--- config.mk ---
export PLATFORM = sky130hd
export DESIGN_NAME = aes_dec_round_ctrl_flat
export DESIGN_NICKNAME = d
export VERILOG_FILES = /design/src/rtl/aes_pkg.sv /design/src/rtl/aes_dec_round_ctrl_if.sv /design/src/rtl/aes_dec_round_ctrl_counter_down_en.sv /design/src/rtl/aes_dec_round_ctrl.sv /design/src/flat_wrapper.sv
export SDC_FILE = /design/constraint.sdc
export NUM_CORES = 1
export LEC_CHECK = 0
export ABC_AREA = 1
export CAP_MARGIN = 10
export CORE_UTILIZATION = 35
export DETAILED_ROUTE_END_ITERATION = 6
export DONT_BUFFER_PORTS = 1
export PLACE_DENSITY = 0.56
export SLEW_MARGIN = 20
export SYNTH_ARGS = -nofsm -noshare
export SYNTH_HDL_FRONTEND = slang
export SYNTH_SLANG_ARGS = --single-unit
--- constraint.sdc ---
create_clock -name clk_i -period 1.4 [get_ports clk_i]
set_input_delay 0.14 -clock clk_i [delete_from_list [all_inputs] [get_ports clk_i]]
set_output_delay 0.14 -clock clk_i [all_outputs]
set_load 0.02 [all_outputs]
--- src/rtl/aes_pkg.sv ---
// Shared constants and state type for the AES decryption round controller.
package aes_pkg;

  localparam int unsigned NUM_ROUNDS = 10;
  localparam int unsigned CNT_W      = 4;

  typedef enum logic [2:0] {
    IDLE,
    LOAD,
    ROUND,
    FINAL,
    DONE
  } dec_state_e;

endpackage

--- src/rtl/aes_dec_round_ctrl_if.sv ---
// Handshake and datapath-control bundle between the round controller and its neighbours.
interface aes_dec_round_ctrl_if
  import aes_pkg::*;
#(
  parameter int unsigned CNT_W = aes_pkg::CNT_W
);

  logic             in_valid_i;
  logic             in_ready_o;
  logic             en_i;
  logic [CNT_W-1:0] round_o;
  logic             load_o;
  logic             inv_mix_en_o;
  logic             round_en_o;
  logic             out_valid_o;
  logic             out_ready_i;

  // Controller side
  modport slave (
    input  in_valid_i,
    input  en_i,
    input  out_ready_i,
    output in_ready_o,
    output round_o,
    output load_o,
    output inv_mix_en_o,
    output round_en_o,
    output out_valid_o
  );

  // Producer / consumer / datapath side
  modport master (
    output in_valid_i,
    output en_i,
    output out_ready_i,
    input  in_ready_o,
    input  round_o,
    input  load_o,
    input  inv_mix_en_o,
    input  round_en_o,
    input  out_valid_o
  );

endinterface

--- src/rtl/aes_dec_round_ctrl_counter_down_en.sv ---
// Loadable, enabled down-counter that saturates at zero; holds the round-key index.
module counter_down_en
  import aes_pkg::*;
#(
  parameter int unsigned CNT_W = aes_pkg::CNT_W
) (
  input  logic             clk_i,
  input  logic             reset_i,
  input  logic             load_i,
  input  logic [CNT_W-1:0] load_val_i,
  input  logic             en_i,
  output logic [CNT_W-1:0] cnt_o,
  output logic             zero_o
);

  logic [CNT_W-1:0] cnt_q;
  logic [CNT_W-1:0] cnt_d;

  // Next count: load wins over decrement; never wraps below zero
  always_comb begin
    cnt_d = cnt_q;
    if (load_i) begin
      cnt_d = load_val_i;
    end else if (en_i && (cnt_q != '0)) begin
      cnt_d = cnt_q - 1'b1;
    end
  end

  // Count register with asynchronous clear
  always_ff @(posedge clk_i or posedge reset_i) begin
    if (reset_i) begin
      cnt_q <= '0;
    end else begin
      cnt_q <= cnt_d;
    end
  end

  assign cnt_o  = cnt_q;
  assign zero_o = (cnt_q == '0);

endmodule

--- src/rtl/aes_dec_round_ctrl.sv ---
// Sequencer for an iterative AES decryption datapath: accepts a ciphertext block,
// walks the round-key index from NUM_ROUNDS down to 0, then offers the plaintext.
module aes_dec_round_ctrl
  import aes_pkg::*;
#(
  parameter int unsigned NUM_ROUNDS = aes_pkg::NUM_ROUNDS,
  parameter int unsigned CNT_W      = aes_pkg::CNT_W
) (
  input  logic                 clk_i,
  input  logic                 reset_i,
  aes_dec_round_ctrl_if.slave  bus
);

  localparam logic [CNT_W-1:0] ROUND_FIRST = CNT_W'(NUM_ROUNDS);
  localparam logic [CNT_W-1:0] ROUND_LAST  = CNT_W'(1);

  dec_state_e       state_q;
  dec_state_e       state_d;
  logic             cnt_load;
  logic             cnt_dec;
  logic [CNT_W-1:0] cnt;
  logic             cnt_zero;

  counter_down_en #(
    .CNT_W (CNT_W)
  ) u_round_cnt (
    .clk_i      (clk_i),
    .reset_i    (reset_i),
    .load_i     (cnt_load),
    .load_val_i (ROUND_FIRST),
    .en_i       (cnt_dec),
    .cnt_o      (cnt),
    .zero_o     (cnt_zero)
  );

  // State register with asynchronous return to IDLE
  always_ff @(posedge clk_i or posedge reset_i) begin
    if (reset_i) begin
      state_q <= IDLE;
    end else begin
      state_q <= state_d;
    end
  end

  // Next-state and round-counter control
  always_comb begin
    state_d  = state_q;
    cnt_load = 1'b0;
    cnt_dec  = 1'b0;
    unique case (state_q)
      IDLE: begin
        if (bus.in_valid_i) begin
          state_d  = LOAD;
          cnt_load = 1'b1;
        end
      end
      LOAD: begin
        // Initial AddRoundKey uses key NUM_ROUNDS; step unconditionally
        cnt_dec = 1'b1;
        state_d = ROUND;
      end
      ROUND: begin
        if (bus.en_i) begin
          cnt_dec = 1'b1;
          // zero flag only guards against a degenerate NUM_ROUNDS setting
          if ((cnt == ROUND_LAST) || cnt_zero) begin
            state_d = FINAL;
          end
        end
      end
      FINAL: begin
        if (bus.en_i) begin
          state_d = DONE;
        end
      end
      DONE: begin
        if (bus.out_ready_i) begin
          state_d = IDLE;
        end
      end
      default: state_d = IDLE;
    endcase
  end

  // Per-state datapath controls; only round_en_o sees an input combinationally
  always_comb begin
    bus.load_o       = 1'b0;
    bus.inv_mix_en_o = 1'b0;
    bus.round_en_o   = 1'b0;
    bus.out_valid_o  = 1'b0;
    unique case (state_q)
      LOAD:    bus.load_o = 1'b1;
      ROUND: begin
        bus.inv_mix_en_o = 1'b1;
        bus.round_en_o   = bus.en_i;
      end
      FINAL:   bus.round_en_o  = bus.en_i;
      DONE:    bus.out_valid_o = 1'b1;
      default: ;
    endcase
  end

  // Ready is masked while reset is held even though the state already reads IDLE
  assign bus.in_ready_o = (state_q == IDLE) && !reset_i;
  assign bus.round_o    = cnt;

endmodule
--- src/flat_wrapper.sv ---
// flat-port wrapper written by rule: the top's interface ports become plain ports
module aes_dec_round_ctrl_flat import aes_pkg::*;
#(
  parameter int unsigned NUM_ROUNDS = aes_pkg::NUM_ROUNDS,
  parameter int unsigned CNT_W      = aes_pkg::CNT_W
)
  (clk_i, reset_i, bus_in_valid_i, bus_en_i, bus_out_ready_i, bus_in_ready_o, bus_round_o, bus_load_o, bus_inv_mix_en_o, bus_round_en_o, bus_out_valid_o);
  aes_dec_round_ctrl_if #(.CNT_W(CNT_W)) bus_i ();
  input  logic clk_i;
  input  logic reset_i;
  input wire logic [$bits(bus_i.in_valid_i)-1:0] bus_in_valid_i;
  input wire logic [$bits(bus_i.en_i)-1:0] bus_en_i;
  input wire logic [$bits(bus_i.out_ready_i)-1:0] bus_out_ready_i;
  output wire logic [$bits(bus_i.in_ready_o)-1:0] bus_in_ready_o;
  output wire logic [$bits(bus_i.round_o)-1:0] bus_round_o;
  output wire logic [$bits(bus_i.load_o)-1:0] bus_load_o;
  output wire logic [$bits(bus_i.inv_mix_en_o)-1:0] bus_inv_mix_en_o;
  output wire logic [$bits(bus_i.round_en_o)-1:0] bus_round_en_o;
  output wire logic [$bits(bus_i.out_valid_o)-1:0] bus_out_valid_o;
  assign bus_i.in_valid_i = bus_in_valid_i;
  assign bus_i.en_i = bus_en_i;
  assign bus_i.out_ready_i = bus_out_ready_i;
  assign bus_in_ready_o = bus_i.in_ready_o;
  assign bus_round_o = bus_i.round_o;
  assign bus_load_o = bus_i.load_o;
  assign bus_inv_mix_en_o = bus_i.inv_mix_en_o;
  assign bus_round_en_o = bus_i.round_en_o;
  assign bus_out_valid_o = bus_i.out_valid_o;
  aes_dec_round_ctrl #(.NUM_ROUNDS(NUM_ROUNDS), .CNT_W(CNT_W)) u_core (.clk_i(clk_i), .reset_i(reset_i), .bus(bus_i));
endmodule
==> flow_summary.json, run 1 <==
{
  "avgSynthCellArea_um2": 7.07,
  "ys_types": 18,
  "finalWeightedCongestion": 0.714,
  "numCtsBuffers": 3,
  "core_area_um2": 1330,
  "synth_ff_type": "dfrtp_1",
  "start_util_pct": 38.2,
  "antenna_cells": 0,
  "io_pins": 14,
  "ys_ff_latch": 7,
  "fin_util_pct": 46.5,
  "fmaxAchievable_ghz": 0.748,
  "min_path_type": "input port to flip-flop",
  "reg2reg_slack_ns": 0.10,
  "swShare_pct": 51.5,
  "layout_min_cycle_time_ns": 1.34,
  "slew_headroom_pct": 74.8,
  "syn_to_final_growth_pct": 21.9,
  "critPathKind": "flip-flop to output pin",
  "cp_cell_sequence": "inv_2 > nand2_1 > nor2_1",
  "synth.area.top_cells": "dfrtp_1 34%, nand2_1 13%, inv_1 8.8%, nand3_1 7.9%, nand3_2 5.9%",
  "comb_power_share_pct": 62.8,
  "pwr-share-clk_pct": 11.4,
  "syn_area_um2": 509,
  "synth_xor_area_share_pct": 1.72,
  "startpoint_type": "flip-flop",
  "endpoint_kind": "output pin",
  "mappedNetlistNets": 79,
  "finalCritPeriodShare_pct": 95.5,
  "clock_path_buffers": 2,
  "chipHeight_um": 40.1,
  "r2r_cells": 7,
  "drtIter0Drc": 14,
  "synth.most_common_cell": "nand2_1",
  "powerDensity_nw_per_um2": 2620,
  "vias_per_cell": 4.90,
  "synthTopCellsByCount": "18 x nand2_1, 12 x inv_1, 8 x nand3_1",
  "dieArea_um2": 1610,
  "finalMaxSlewViolations": 0,
  "clk_latency_ns": 0.25,
  "gr-total-overflow": 0,
  "layout-drive-gt1-share_pct": 26.2,
  "wire_per_inst_um": 10.3,
  "die_x_um": 40.1,
  "synth_top_family_by_area": "simple AND/OR/NAND/NOR gates",
  "grt_pass1_wl_um": 1660,
  "rows": 13,
  "vdd_drop_max_v": 0.00101,
  "synthAdderAreaFrac_pct": 4.91,
  "synth_area_leader_cell": "dfrtp_1",
  "grt_pass1_vias": 430,
  "nets": 92,
  "pwr-share-seq_pct": 25.8,
  "synthCells": 72,
  "critPathCapture": "bus_round_en_o",
  "vias": 485,
  "required_ns": 1.26,
  "cts_tree": "built",
  "p_int_mw": 0.789,
  "grt_antenna_before_repair": 0,
  "synth-async-reset-ratio_pct": 100,
  "post-place-ws_ns": 0.0973,
  "grt_setup_unrepaired": "false",
  "dp_hpwl_um": 837,
  "critPathSlowestCell": "dfrtp_1",
  "root_buffer": "clkbuf_4",
  "port_buffers": 0,
  "grt.total_usage_pct": 15.3,
  "dr.pass1.iters": 5,
  "drc": 0,
  "switchingPower_mw": 0.839,
  "clkSlewWorstSetupHoldPaths_ns": 0.05,
  "cts.sink_count": 7,
  "drv_cap": 0,
  "finalSetupViolCount": 0,
  "setup.worst_path.start": "u_core.state_q[2]",
  "yosys-mux-area-fraction_pct": 0,
  "path_max_fanout": 6,
  "worstPathArrival_ns": 1.20,
  "cpPeakStageDelay_ns": 0.45,
  "wl_um": 1020,
  "timing.rr.end": "u_core.state_q[1]",
  "htree_levels": 1,
  "worstMarginPinSlew_ns": 0.376,
  "synth_compound_area_share_pct": 3.69,
  "ant_nets": 0,
  "status": "complete, no violations",
  "synthSimpleGateAreaFrac_pct": 45.0,
  "fin_worst_skew_ns": 0.00219,
  "yosysTopAreaCellShare_pct": 34.4,
  "grt_max_degree": 8,
  "postCtsSetupRepairBufs": 0,
  "setup_slack_ns": 0.0634,
  "setup-tns-final_ns": 0,
  "hold_viol": 0,
  "ys_warn_count": 0,
  "ys_seq_area_share_pct": 34.4,
  "power.static_leakage_nw": 0.353,
  "synth-edff-count": 0,
  "reg2reg_from": "u_core.u_round_cnt.cnt_o[0]"
}
## flip-flops by register name, summed over array words and instances (netlist names)
| register | cells |
|---|---|
| u_core.state_q | 3 |
| u_core.u_round_cnt.cnt_o | 4 |
## critical path, delay by kind of cell, from the launching register on
family                 cells  cell delay (ns)
flip-flops                 1             0.45
AND/OR/NAND/NOR            2             0.39
buffers and inverters      1             0.10
## worst min-delay path by stage
stage,startpoint,endpoint,slack [ns],cells past startpoint
final,bus_en_i,u_core.state_q[0],0.08,3
after detailed placement,reset_i,u_core.state_q[0],-0.02,1
after global routing,bus_out_ready_i,u_core.state_q[2],0.08,2
after global placement,reset_i,u_core.state_q[0],-0.02,1
after floorplan,reset_i,u_core.state_q[0],-0.06,1
after CTS,bus_en_i,u_core.state_q[0],0.07,3
## layout make-up
| cell class | instances | area (um2) |
|---|---|---|
| fill | 145 | 713 |
| multi-input combinational | 51 | 284 |
| sequential | 7 | 176 |
| timing repair buffer | 8 | 62.6 |
| inverter | 14 | 52.6 |
| clock buffer | 4 | 26.3 |
| tap | 15 | 18.8 |
## power groups by stage
stage / sequential [mW] / clock [mW] / combinational (mW)
floorplan: 0.479 / 0 / 0.692
global placement: 0.416 / 0 / 1.02
detailed placement: 0.419 / 0 / 1.03
CTS: 0.416 / 0.194 / 1.03
global route: 0.438 / 0.206 / 1.17
finish: 0.420 / 0.185 / 1.02
## logic make-up (layout without fill, tap and decap cells)
| kind of cell | Yosys count | in the layout |
|---|---|---|
| fa+ha+maj | 2 | 2 |
| compound gates | 3 | 3 |
| flops | 7 | 7 |
| xor+xnor | 1 | 1 |
| simple gates | 45 | 45 |
| buf+inv | 14 | 26 |
## placed cells by master, fill, tap and decap left out, types with 2 or more instances in the layout
master | netlist | routed
buf_4 | 0 | 7
clkbuf_4 | 0 | 3
dfrtp_1 | 7 | 6
ha_1 | 2 | 2
inv_1 | 12 | 12
inv_2 | 2 | 2
nand2_1 | 18 | 18
nand2_2 | 2 | 2
nand3_1 | 8 | 8
nand3_2 | 3 | 3
nand3b_1 | 2 | 2
nand4_1 | 2 | 2
nor2_1 | 6 | 5
nor2_2 | 1 | 2
o21ai_0 | 2 | 2
## repair_timing
action	CTS	global route
resized for setup	0	2
endpoints found under the setup margin	0	2
hold endpoints to repair	7	0
hold buffers	1	0
## per-stage QoR
| stage | instances | hold slack (ns) | power, mW | instance area (um2) |
|---|---|---|---|---|
| 2_1_floorplan | 72 | -0.0566 | 1.17 | 509 |
| 3_3_place_gp | 94 | -0.0167 | 1.44 | 581 |
| 3_5_place_dp | 94 | -0.0154 | 1.45 | 581 |
| 4_1_cts | 99 | 0.0727 | 1.64 | 617 |
| 5_1_grt | 99 | 0.0806 | 1.81 | 621 |
| 6_report | 99 | 0.0812 | 1.63 | 621 |
## routing by layer
| metal | vias up | global-route usage, % | wire (um) |
|---|---|---|---|
| li1 | 253 | - | - |
| met2 | 11 | 25.0 | 495 |
| met4 | 0 | 5.17 | 0 |
| met1 | 221 | 19.3 | 476 |
| met3 | 0 | 3.89 | 45 |
| met5 | - | 0 | 0 |
Note: power is estimated with default switching activity, not from simulation.
==> run 2: changes to the inputs <==
--- a/config.mk
+++ b/config.mk
@@ -7,10 +7,11 @@
 export LEC_CHECK = 0
 export ABC_AREA = 1
 export CAP_MARGIN = 10
-export CORE_UTILIZATION = 35
+export CORE_AREA = 2 2 39 41
 export DETAILED_ROUTE_END_ITERATION = 6
+export DIE_AREA = 0 0 41 43
 export DONT_BUFFER_PORTS = 1
-export PLACE_DENSITY = 0.56
+export PLACE_DENSITY = 0.59
 export SLEW_MARGIN = 20
 export SYNTH_ARGS = -nofsm -noshare
 export SYNTH_HDL_FRONTEND = slang
==> flow_summary.json, run 2 (synthesis results as in run 1) <==
{
  "cts_tree": "built",
  "layout_min_cycle_time_ns": 1.33,
  "clk_latency_ns": 0.25,
  "startpoint_type": "flip-flop",
  "nets": 92,
  "dr.pass1.iters": 4,
  "min_path_type": "input port to flip-flop",
  "total_power_mw": 1.67,
  "power.static_leakage_nw": 0.350,
  "wire_per_inst_um": 11.1,
  "layout-drive-gt1-share_pct": 32.1,
  "hold_viol": 0,
  "min_to": "u_core.state_q[0]",
  "rows": 14,
  "required_ns": 1.26,
  "reg2reg_slack_ns": 0.13,
  "swShare_pct": 51.9,
  "vias_per_cell": 4.81,
  "dpl_cell_area_um2": 582,
  "finalCritPeriodShare_pct": 94.8,
  "start_util_pct": 36.8,
  "syn_to_final_growth_pct": 24.6,
  "gr-total-overflow": 0,
  "drv_cap": 0,
  "grt.total_usage_pct": 15.1,
  "cts.sink_count": 7,
  "hp-start": "bus_en_i",
  "setup.worst_path.start": "u_core.state_q[0]",
  "clkSlewWorstSetupHoldPaths_ns": 0.05,
  "r2r_cells": 7,
  "endpoint_kind": "output pin",
  "status": "complete, no violations",
  "pwr-share-seq_pct": 25.5,
  "grt_pass1_vias": 437,
  "vdd_drop_max_v": 0.000874,
  "setup-tns-final_ns": 0,
  "critPathKind": "flip-flop to output pin",
  "final_area_um2": 634,
  "finalSetupViolCount": 0,
  "n_fill_cell": 158,
  "numCtsBuffers": 3,
  "die_x_um": 41,
  "port_buffers": 0,
  "antenna_cells": 0,
  "grt_max_degree": 8,
  "finalMaxSlewViolations": 0,
  "fmaxAchievable_ghz": 0.753,
  "critPathSlowestCell": "dfrtp_2",
  "drtIter0Drc": 9,
  "switchingPower_mw": 0.868,
  "pwr-share-clk_pct": 10.9,
  "cp_cell_sequence": "nor4_2 > buf_4",
  "io_pins": 14,
  "clock_path_buffers": 2,
  "htree_levels": 1,
  "finalWeightedCongestion": 0.779,
  "fin_util_pct": 45.8,
  "hold_depth": 3,
  "largest_reg_flops": 4,
  "powerDensity_nw_per_um2": 2640,
  "worstPathArrival_ns": 1.19,
  "drc": 0,
  "final_cell_mix": "18 x nand2_1, 11 x inv_1, 8 x nand3_1",
  "path_max_fanout": 6,
  "p_int_mw": 0.805,
  "postCtsSetupRepairBufs": 0,
  "ant_nets": 0,
  "grt_pass1_wl_um": 1800,
  "core_area_um2": 1380,
  "comb_power_share_pct": 63.6,
  "cpPeakStageDelay_ns": 0.45,
  "fin_worst_skew_ns": 0.00128,
  "worstMarginPinSlew_ns": 0.272,
  "dieArea_um2": 1760,
  "grt_antenna_before_repair": 0,
  "timing.rr.end": "u_core.state_q[1]",
  "root_buffer": "clkbuf_4",
  "dp_hpwl_um": 855,
  "vias": 481,
  "wl_um": 1110,
  "reg2reg_from": "u_core.u_round_cnt.cnt_o[1]",
  "chipHeight_um": 43,
  "slew_headroom_pct": 81.8,
  "final_common_cell": "nand2_1"
}
[run 2: cell counts in the layout (fill, tap and decap cells not counted)]
No cell type changed its count.
[run 2: timing repair]
action	in CTS	in global routing
endpoints found under the hold margin	7	0
setup endpoints to repair	0	6
resized for setup	0	7
hold buffers	1	0
[run 2: worst max path at each step]
stage	to	slack [ns]
after floorplan	bus_in_ready_o	0.1
after global placement	u_core.state_q[1]	0.11
after detailed placement	u_core.state_q[1]	0.09
after CTS	bus_inv_mix_en_o	0.04
after global routing	bus_inv_mix_en_o	-0.005
final	bus_in_ready_o	0.07
[run 2: per-layer routing]
| layer | share of wire (%) | wire length [um] | vias up | global-route usage, % |
|---|---|---|---|---|
| met1 | 44 | 486 | 208 | 21.7 |
| met4 | 0.72 | 8 | 0 | 12.0 |
| met2 | 49 | 540 | 17 | 19.7 |
| met3 | 6.6 | 73 | 2 | 1.57 |
| met5 | 0 | 0 | - | 0 |
| li1 | - | - | 254 | - |
[run 2: cell type report]
cell class	instances	area (um2)	area share [%]
inverters	14	52.6	8.28
repair buffers	8	62.6	9.86
flip-flops and latches	7	178	28.0
well taps	16	20.0	3.16
clock buffers	4	26.3	4.14
multi-input cells	51	295	46.5
[run 2: power by group through the flow]
stage | Clock [mW] | Combinational (mW) | Sequential (mW)
floorplan | 0 | 0.692 | 0.479
global placement | 0 | 1.04 | 0.409
detailed placement | 0 | 1.04 | 0.411
CTS | 0.198 | 1.04 | 0.407
global route | 0.205 | 1.22 | 0.444
finish | 0.182 | 1.06 | 0.427
[run 2: through the flow]
step,cells,setup WS [ns],hold WS [ns]
after CTS,100,0.0359,0.0645
after global routing,100,-0.00516,0.0940
final,100,0.0727,0.0873
after floorplan,72,0.0985,-0.0566
after global placement,95,0.115,-0.0225
after detailed placement,95,0.0893,-0.0174
[run 2: worst max-delay path, delay by kind of cell (launching register included)]
family                 cells  cell delay [ns]
buffers and inverters      1             0.19
DFF                        1             0.45
and+or+nand+nor            1             0.30
